--- src/rtl/sdr_frame_arbiter.sv ---
// SDRAM app-port arbiter: fixed-length write/read bursts, round-robin fairness,
// triple-buffered frame banks so readout never sees a torn frame.
module sdr_frame_arbiter #(
  parameter int ADDR_WIDTH  = 21,
  parameter int FRAME_WORDS = 307200,
  parameter int BURST_LEN   = 4,
  parameter int BANK_STRIDE = 524288,
  parameter int RD_LIMIT    = 2000
) (
  input  logic                  clk,
  input  logic                  rst_n,
  input  logic [9:0]            wr_level,
  input  logic [11:0]           rd_fifo_used,
  input  logic                  sdr_busy,
  input  logic                  sdr_ref_vld,
  output logic                  app_wr_en,
  output logic [ADDR_WIDTH-1:0] app_wr_addr,
  output logic                  app_rd_en,
  output logic [ADDR_WIDTH-1:0] app_rd_addr,
  output logic [1:0]            wr_bank,
  output logic [1:0]            rd_bank,
  output logic                  frame_valid,
  output logic                  wr_frame_done,
  output logic                  rd_frame_done
);

  localparam int OW = 19;
  localparam int CW = $clog2(BURST_LEN + 1);

  localparam logic [OW-1:0] LAST_OFS = OW'(FRAME_WORDS - 1);
  localparam logic [CW-1:0] LAST_BEAT = CW'(BURST_LEN - 1);
  localparam logic [9:0] WR_MIN = 10'(BURST_LEN);
  localparam logic [11:0] RD_MAX = 12'(RD_LIMIT);
  localparam logic [ADDR_WIDTH-1:0] STRIDE = ADDR_WIDTH'(BANK_STRIDE);

  typedef enum logic [1:0] {
    IDLE,
    WR_BURST,
    RD_BURST,
    GAP
  } state_t;

  state_t state, next_state;

  logic [CW-1:0] cnt;
  logic          last_rd;
  logic [1:0]    latest;
  logic [OW-1:0] wr_ofs;
  logic [OW-1:0] rd_ofs;
  logic          wr_last;
  logic          rd_last;
  logic          wr_elig;
  logic          rd_elig;
  logic          grant_wr;
  logic          grant_rd;
  logic          burst_end;
  logic [1:0]    rd_bank_nxt;
  logic [1:0]    wr_bank_nxt;

  function automatic logic [ADDR_WIDTH-1:0] addr_of(
    input logic [1:0]    b,
    input logic [OW-1:0] o
  );
    return ADDR_WIDTH'(b) * STRIDE + ADDR_WIDTH'(o);
  endfunction

  always_comb begin
    wr_elig = !sdr_busy && !sdr_ref_vld
              && (wr_level >= WR_MIN);
    rd_elig = !sdr_busy && !sdr_ref_vld
              && frame_valid
              && (rd_fifo_used < RD_MAX);
    // on a tie the channel that did not win last time goes
    grant_wr = wr_elig && !(rd_elig && !last_rd);
    grant_rd = rd_elig && !grant_wr;
    burst_end = (cnt == LAST_BEAT);

    next_state = state;
    unique case (state)
      IDLE: begin
        unique case (1'b1)
          grant_wr: next_state = WR_BURST;
          grant_rd: next_state = RD_BURST;
          default:  next_state = IDLE;
        endcase
      end
      WR_BURST: if (burst_end) next_state = GAP;
      RD_BURST: if (burst_end) next_state = GAP;
      GAP:      next_state = IDLE;
      default:  next_state = IDLE;
    endcase

    rd_bank_nxt = rd_bank;
    if (state == IDLE && rd_ofs == '0)
      rd_bank_nxt = latest;

    // lowest bank that is neither the one just filled nor the one being read
    if (wr_bank != 2'd0 && rd_bank != 2'd0)
      wr_bank_nxt = 2'd0;
    else if (wr_bank != 2'd1 && rd_bank != 2'd1)
      wr_bank_nxt = 2'd1;
    else
      wr_bank_nxt = 2'd2;
  end

  always_ff @(posedge clk or negedge rst_n) begin
    if (!rst_n) begin
      state   <= IDLE;
      cnt     <= '0;
      last_rd <= 1'b1;
    end else begin
      state <= next_state;
      if (state == WR_BURST || state == RD_BURST)
        cnt <= cnt + CW'(1);
      else
        cnt <= '0;
      if (next_state == WR_BURST && state == IDLE)
        last_rd <= 1'b0;
      else if (next_state == RD_BURST && state == IDLE)
        last_rd <= 1'b1;
    end
  end

  always_ff @(posedge clk or negedge rst_n) begin
    if (!rst_n) begin
      app_wr_en     <= 1'b0;
      app_rd_en     <= 1'b0;
      app_wr_addr   <= '0;
      app_rd_addr   <= '0;
      wr_ofs        <= '0;
      rd_ofs        <= '0;
      wr_last       <= 1'b0;
      rd_last       <= 1'b0;
      wr_bank       <= 2'd0;
      rd_bank       <= 2'd2;
      latest        <= 2'd0;
      frame_valid   <= 1'b0;
      wr_frame_done <= 1'b0;
      rd_frame_done <= 1'b0;
    end else begin
      app_wr_en     <= (next_state == WR_BURST);
      app_rd_en     <= (next_state == RD_BURST);
      wr_last       <= 1'b0;
      rd_last       <= 1'b0;
      wr_frame_done <= wr_last;
      rd_frame_done <= rd_last;

      if (next_state == WR_BURST) begin
        app_wr_addr <= addr_of(wr_bank, wr_ofs);
        wr_ofs      <= (wr_ofs == LAST_OFS) ? '0 : wr_ofs + OW'(1);
        wr_last     <= (wr_ofs == LAST_OFS);
      end

      if (next_state == RD_BURST) begin
        rd_bank     <= rd_bank_nxt;
        app_rd_addr <= addr_of(rd_bank_nxt, rd_ofs);
        rd_ofs      <= (rd_ofs == LAST_OFS) ? '0 : rd_ofs + OW'(1);
        rd_last     <= (rd_ofs == LAST_OFS);
      end

      // frame handover lands one cycle after the last strobe
      if (wr_last) begin
        latest      <= wr_bank;
        frame_valid <= 1'b1;
        wr_bank     <= wr_bank_nxt;
      end
    end
  end

endmodule

--- config.mk ---
export PLATFORM = sky130hd
export DESIGN_NAME = sdr_frame_arbiter
export DESIGN_NICKNAME = d
export VERILOG_FILES = /design/src/rtl/sdr_frame_arbiter.sv
export SDC_FILE = /design/constraint.sdc
export NUM_CORES = 1
export LEC_CHECK = 0
export ABC_AREA = 1
export BUFFER_PORTS_ARGS = -buffer_cell sky130_fd_sc_hd__buf_2
export CAP_MARGIN = 0
export CORE_AREA = 2 2 94 96
export CTS_BUF_LIST = sky130_fd_sc_hd__clkbuf_16
export DETAILED_ROUTE_END_ITERATION = 10
export DIE_AREA = 0 0 96 98
export MAX_ROUTING_LAYER = met4
export PLACE_DENSITY = 0.85
export SETUP_SLACK_MARGIN = 0.05
export SLEW_MARGIN = 25
export SYNTH_ARGS = -nofsm -noshare
export SYNTH_HDL_FRONTEND = slang
export SYNTH_SLANG_ARGS = --single-unit
--- constraint.sdc ---
create_clock -name clk -period 4.2 [get_ports clk]
set_clock_uncertainty 0.05 [all_clocks]
set_input_delay 0.84 -clock clk [delete_from_list [all_inputs] [get_ports clk]]
set_output_delay 0.84 -clock clk [all_outputs]
set_load 0.005 [all_outputs]
## Yosys cells after proc, flatten, opt, wreduce, memory -nomap -nowiden

Cells that the tools add are included.

- Add/subtract/negate cells: 5
- $lt $le $gt $ge: 2
- Eq/ne operators: 10
- Multiplexer cells: 13
- Reduce and logical (&&, ||, !) cells: 24

Operators with widths:

| operator | count |
|---|---|
| 21-bit by 19-bit adder with 21-bit output | 2 |
| 19-bit by 1-bit adder with 19-bit output (second input constant) | 2 |
| 19-bit equality test (second input constant) | 2 |
| 19-bit two-way mux | 2 |
| 19-bit logical NOT | 1 |
| 1-bit logical AND | 12 |
| 12-bit by 11-bit < comparator with 1-bit output (second input constant) | 1 |
| 10-bit by 3-bit >= comparator with 1-bit output (second input constant) | 1 |
| 2-bit two-way mux | 4 |
| 2-bit equality test (second input constant) | 3 |
| 2-bit one-hot mux with 3 select lines | 1 |
| 2-bit nonzero test | 3 |
| 1-bit logical NOT | 5 |
| 2-bit by 1-bit equality test with 1-bit output (second input constant) | 2 |
| 1-bit two-way mux | 4 |
| 2-bit by 1-bit != test with 1-bit output (second input constant) | 2 |
| 2-bit one-hot mux with 2 select lines | 1 |
| 3-bit by 1-bit adder with 3-bit output (second input constant) | 1 |
| 3-bit by 2-bit equality test with 1-bit output (second input constant) | 1 |
| 3-bit two-way mux | 1 |
| 2-bit logical NOT | 1 |
| 2-bit OR reduction | 1 |
| 1-bit logical OR | 1 |

- Register bits after elaboration: 99
- Input bits: 26
- Output and inout bits: 51
- Word-level logic and storage cells: 71

## Longest topological paths before layout

- Depth after elaboration: 15
- Mapped depth: 12
- Mapped depth without buffers: 10

## Worst setup path before layout

No wires, ideal clock.

- Kind: input port to flip-flop
- Start: in sdr_busy
- End: reg wr_ofs[16]
- Library setup time: 0.121 ns
- Arrival time: 1.790 ns
- Data required time: 4.029 ns
- Setup slack: 2.239 ns
- Stages on the path: 10
- Buffers on the path: 2
- Path through: inv_1 nand2_1 nor2_2 nand2_2 a21oi_2 nand2_2 buf_6 buf_6 nand2_1 o21ai_2

- Cells in the longest elaborated chain, start to end: 12
- Elaborated cells between the ends (all ways): 13
- Classes of those cells: eq/ne (1); mux (2); reduce/logical (10)

Ends and longest elaborated chain:

| item | line | RTL |
|---|---|---|
| from (decl) | 14 | `input logic sdr_busy,` |
| 1-bit logical NOT * | 68, 70 |  |
| 1-bit logical AND * | 68, 70 |  |
| 1-bit logical AND | 71 | `&& frame_valid` |
| 1-bit logical AND | 72 | `&& (rd_fifo_used < RD_MAX);` |
| 1-bit logical AND | 74 | `grant_wr = wr_elig && !(rd_elig && !last_rd);` |
| 1-bit logical NOT | 74 |  |
| 1-bit logical AND | 74 |  |
| 1-bit logical NOT | 75 | `grant_rd = rd_elig && !grant_wr;` |
| 1-bit logical AND | 75 |  |
| 2-bit one-hot mux with 2 select lines * | 81 | `unique case (1'b1)` |
| 2-bit one-hot mux with 3 select lines * | 79 | `unique case (state)` |
| 2-bit by 1-bit equality test with 1-bit output * | 148 | `if (next_state == WR_BURST) begin` |
| to (signal assigned) | 150 | `wr_ofs <= (wr_ofs == LAST_OFS) ? '0 : wr_ofs + OW'(1);` |
| to (decl) | 48 | `logic [OW-1:0] wr_ofs;` |

Mark *: on every way between the ends. The rest lies on a longest branch, timed or not.
A chain may end at the register's enable or synchronous reset.

## Final worst setup path

- Start: reg cnt[0]
- End: reg rd_ofs[6]

- Cells in the longest elaborated chain, start to end: 4

Ends and longest elaborated chain:

| item | line | RTL |
|---|---|---|
| from (decl) | 45 | `logic [CW-1:0] cnt;` |
| from (signal assigned) | 114 | `cnt <= cnt + CW'(1);` |
| 3-bit by 2-bit equality test with 1-bit output | 76 | `burst_end = (cnt == LAST_BEAT);` |
| 2-bit two-way mux | 87, 88 |  |
| 2-bit one-hot mux with 3 select lines | 79 |  |
| via next_state[0] | 43 | `state_t state, next_state;` |
| 2-bit equality test | 154 | `if (next_state == RD_BURST) begin` |
| to (signal assigned) | 157 | `rd_ofs <= (rd_ofs == LAST_OFS) ? '0 : rd_ofs + OW'(1);` |
| to (decl) | 49 | `logic [OW-1:0] rd_ofs;` |

The timed path passes the listed nets, and every way through them passes these cells.

==> metrics.cfg <==
[status]
status=finished clean

[global_route]
grt_overflow=0
grt_pass1_vias=3917
grtUsageTotal_pct=23.8
grt_pass1_wl_mm=17.4
grt_max_degree=72
antenna_found_initial=0

[yosys]
ys_types=31
synth-seq-cells=98
synth_xor_area_share_pct=4.88
async_flop_share_pct=100
synth.mux.area_fraction_pct=0
synth_area_mm2=0.00503
synth_top_family_by_area=simple AND/OR/NAND/NOR gates
yosys.area.top_type_share_pct=47.8
syn-num-nets=646
yosys.area_share.adder_pct=1.74
synth_simple_gate_area_share_pct=28.5
yosys.area.top_type=dfrtp_1
ys_seq_area_share_pct=48.8
synthFlopType=dfrtp_1
avgSynthCellArea_um2=8.20
postSynthCellCount=613
yosys-top-cells-area=dfrtp_1 48%, nand2_1 15%, nor2_1 5.0%
synth-compound-area-share_pct=8.09
yosysWarnings=0
synth-edff-count=0

[die]
die_area_mm2=0.00941
row_count=34
pin_count=77
die_y_um=98
initial_utilization_pct=59.4
die_w_um=96
core_area_mm2=0.00847

[clock_network]
cts_root_buffer=clkbuf_16
h-tree-depth=3
cts-resized-gates=0
insertion_delay_ns=0.34
cts.sinks=98
clk_pin_slew_ns=0.06
cts_buffers=9
cts_setup_buffers=0
clk_path_buf_depth=2
hold_buffers=0
cts_tree=done

[worst_setup_path]
crit_arrival_ns=2.39
path_max_fanout=71
required_ns=4.36
cp-start-kind=flop
criticalPathCategory=reg2reg
rr_worst_depth=8
end_kind=flop

[finish]
layout_common_cells=202 x nand2_1, 96 x dfrtp_1, 69 x buf_2, 67 x nor2_1, 56 x inv_1
fillers=683
drive_above_1_share_pct=18.5
diodes=0
syn_to_final_growth_pct=11.6
fin_nets=709
final_cells=789
final_common_cell=nand2_1

[drt]
drc=0
viasPerCell=5.28
wl_per_cell_um=13.1
drt_wl_total_mm=10.3
dr.pass1.iters=4
drtAntennaViolNets=0
routed-via-count=4163
drt_iter0_markers=245

[min_path]
min_path_cells=0
hp-class=reg2reg

[placement]
gp_congestion=0.960
pre_cts_slack_ns=1.64
dp_cells=773
portBuffers=70
dp_hpwl_mm=7.13

[timing]
rsz0062_at_grt=no
worst_slack_ns=1.96
fin_crit_sh_pct=53.2
setup_tns_ns=0
tightest_slew_ns=0.885
drv_slew=0
setup_viol=0
finalCriticalPeriod_ns=2.24
clock.fmax_mhz=447
relSlewSlack_pct=41.0
hold_violations=0

[power_and_ir_drop]
max-vdd-ir-drop_uv=253
powerDensity_mw_per_mm2=450
power_leakage_nw=2.78

[run]
cap_violations=0

## critical path, cell delays in order, from the launching register on
cell and delay [ns]:
dfrtp_1 0.38, ha_1 0.20, ha_1 0.19, o21ai_0 0.29
nand2_4 0.12, inv_2 0.13, nand2_4 0.41, nand2_1 0.24
o21ai_2 0.07
## worst paths after layout
check | from | to | slack (ns)
setup / recovery | cnt[0] | rd_ofs[6] | 1.96
max in group asynchronous | rst_n | last_rd | 2.72
hold reg to reg | rd_last | rd_frame_done | 0.31
min in group asynchronous | rst_n | app_rd_addr[18] | 0.56
setup reg to reg | cnt[0] | rd_ofs[6] | 1.96
hold / removal | rd_last | rd_frame_done | 0.31
## report_power, final
part | switching, mW | total (mW) | internal [mW]
Combinational | 0.318 | 0.533 | 0.215
Clock | 0.343 | 0.737 | 0.394
Sequential | 0.153 | 1.26 | 1.10
## layer usage
metal  routed length [um]  share of wire [%]  global-route usage [%]
met2                 4750                 46                    35.1
met3                  539                5.2                    4.71
met4                   85               0.82                    6.26
met1                 4970                 48                    34.1
met5                    0                  0                       -
## state kept, by name, summed over array words and instances (netlist names), 2 cells and up
name / cells
cnt: 3
wr_bank: 2
wr_ofs: 19
app_wr_addr: 21
state: 2
app_rd_addr: 21
rd_ofs: 19
latest: 2
## cell usage after synthesis, types with 4 or more instances
library cell and instances:
o21ai_1 33, o21ai_0 11, nor2_1 67, ha_1 7
nand2_1 202, xor2_1 26, nor2_2 5, nor3_1 8
dfrtp_1 96, buf_6 12, nand4_1 16, buf_4 4
o21ai_2 18, nand2_2 4, nand3_1 21, inv_1 55
## kinds of logic (layout without fill, tap and decap cells)
| logic type | Yosys count | after routing |
|---|---|---|
| flops | 98 | 98 |
| buf+inv | 78 | 146 |
| simple gates | 336 | 336 |
| xor+xnor | 28 | 28 |
| fa+ha+maj | 7 | 7 |
| compound gates | 66 | 66 |
## metrics by stage
| stage | hold WS (ns) | instance area [um2] | power (mW) | util (%) |
|---|---|---|---|---|
| 3_5_place_dp | 0.304 | 5350 | 1.80 | 63.2 |
| 2_1_floorplan | 0.281 | 5030 | 1.61 | - |
| 6_report | 0.312 | 5610 | 2.53 | 66.3 |
| 3_3_place_gp | 0.291 | 5350 | 1.77 | 63.2 |
| 5_1_grt | 0.318 | 5610 | 2.68 | 66.3 |
| 4_1_cts | 0.318 | 5610 | 2.54 | 66.3 |
## layout make-up
cell class | instances | area, um2 | area share (%)
clock buffer | 9 | 225 | 4.01
clock inverter | 7 | 36.3 | 0.646
inverter | 58 | 218 | 3.88
multi-input combinational | 437 | 2180 | 38.8
sequential | 98 | 2450 | 43.7
tap | 108 | 135 | 2.41
timing repair buffer | 72 | 368 | 6.55
Power figures use the tool's default switching activity.
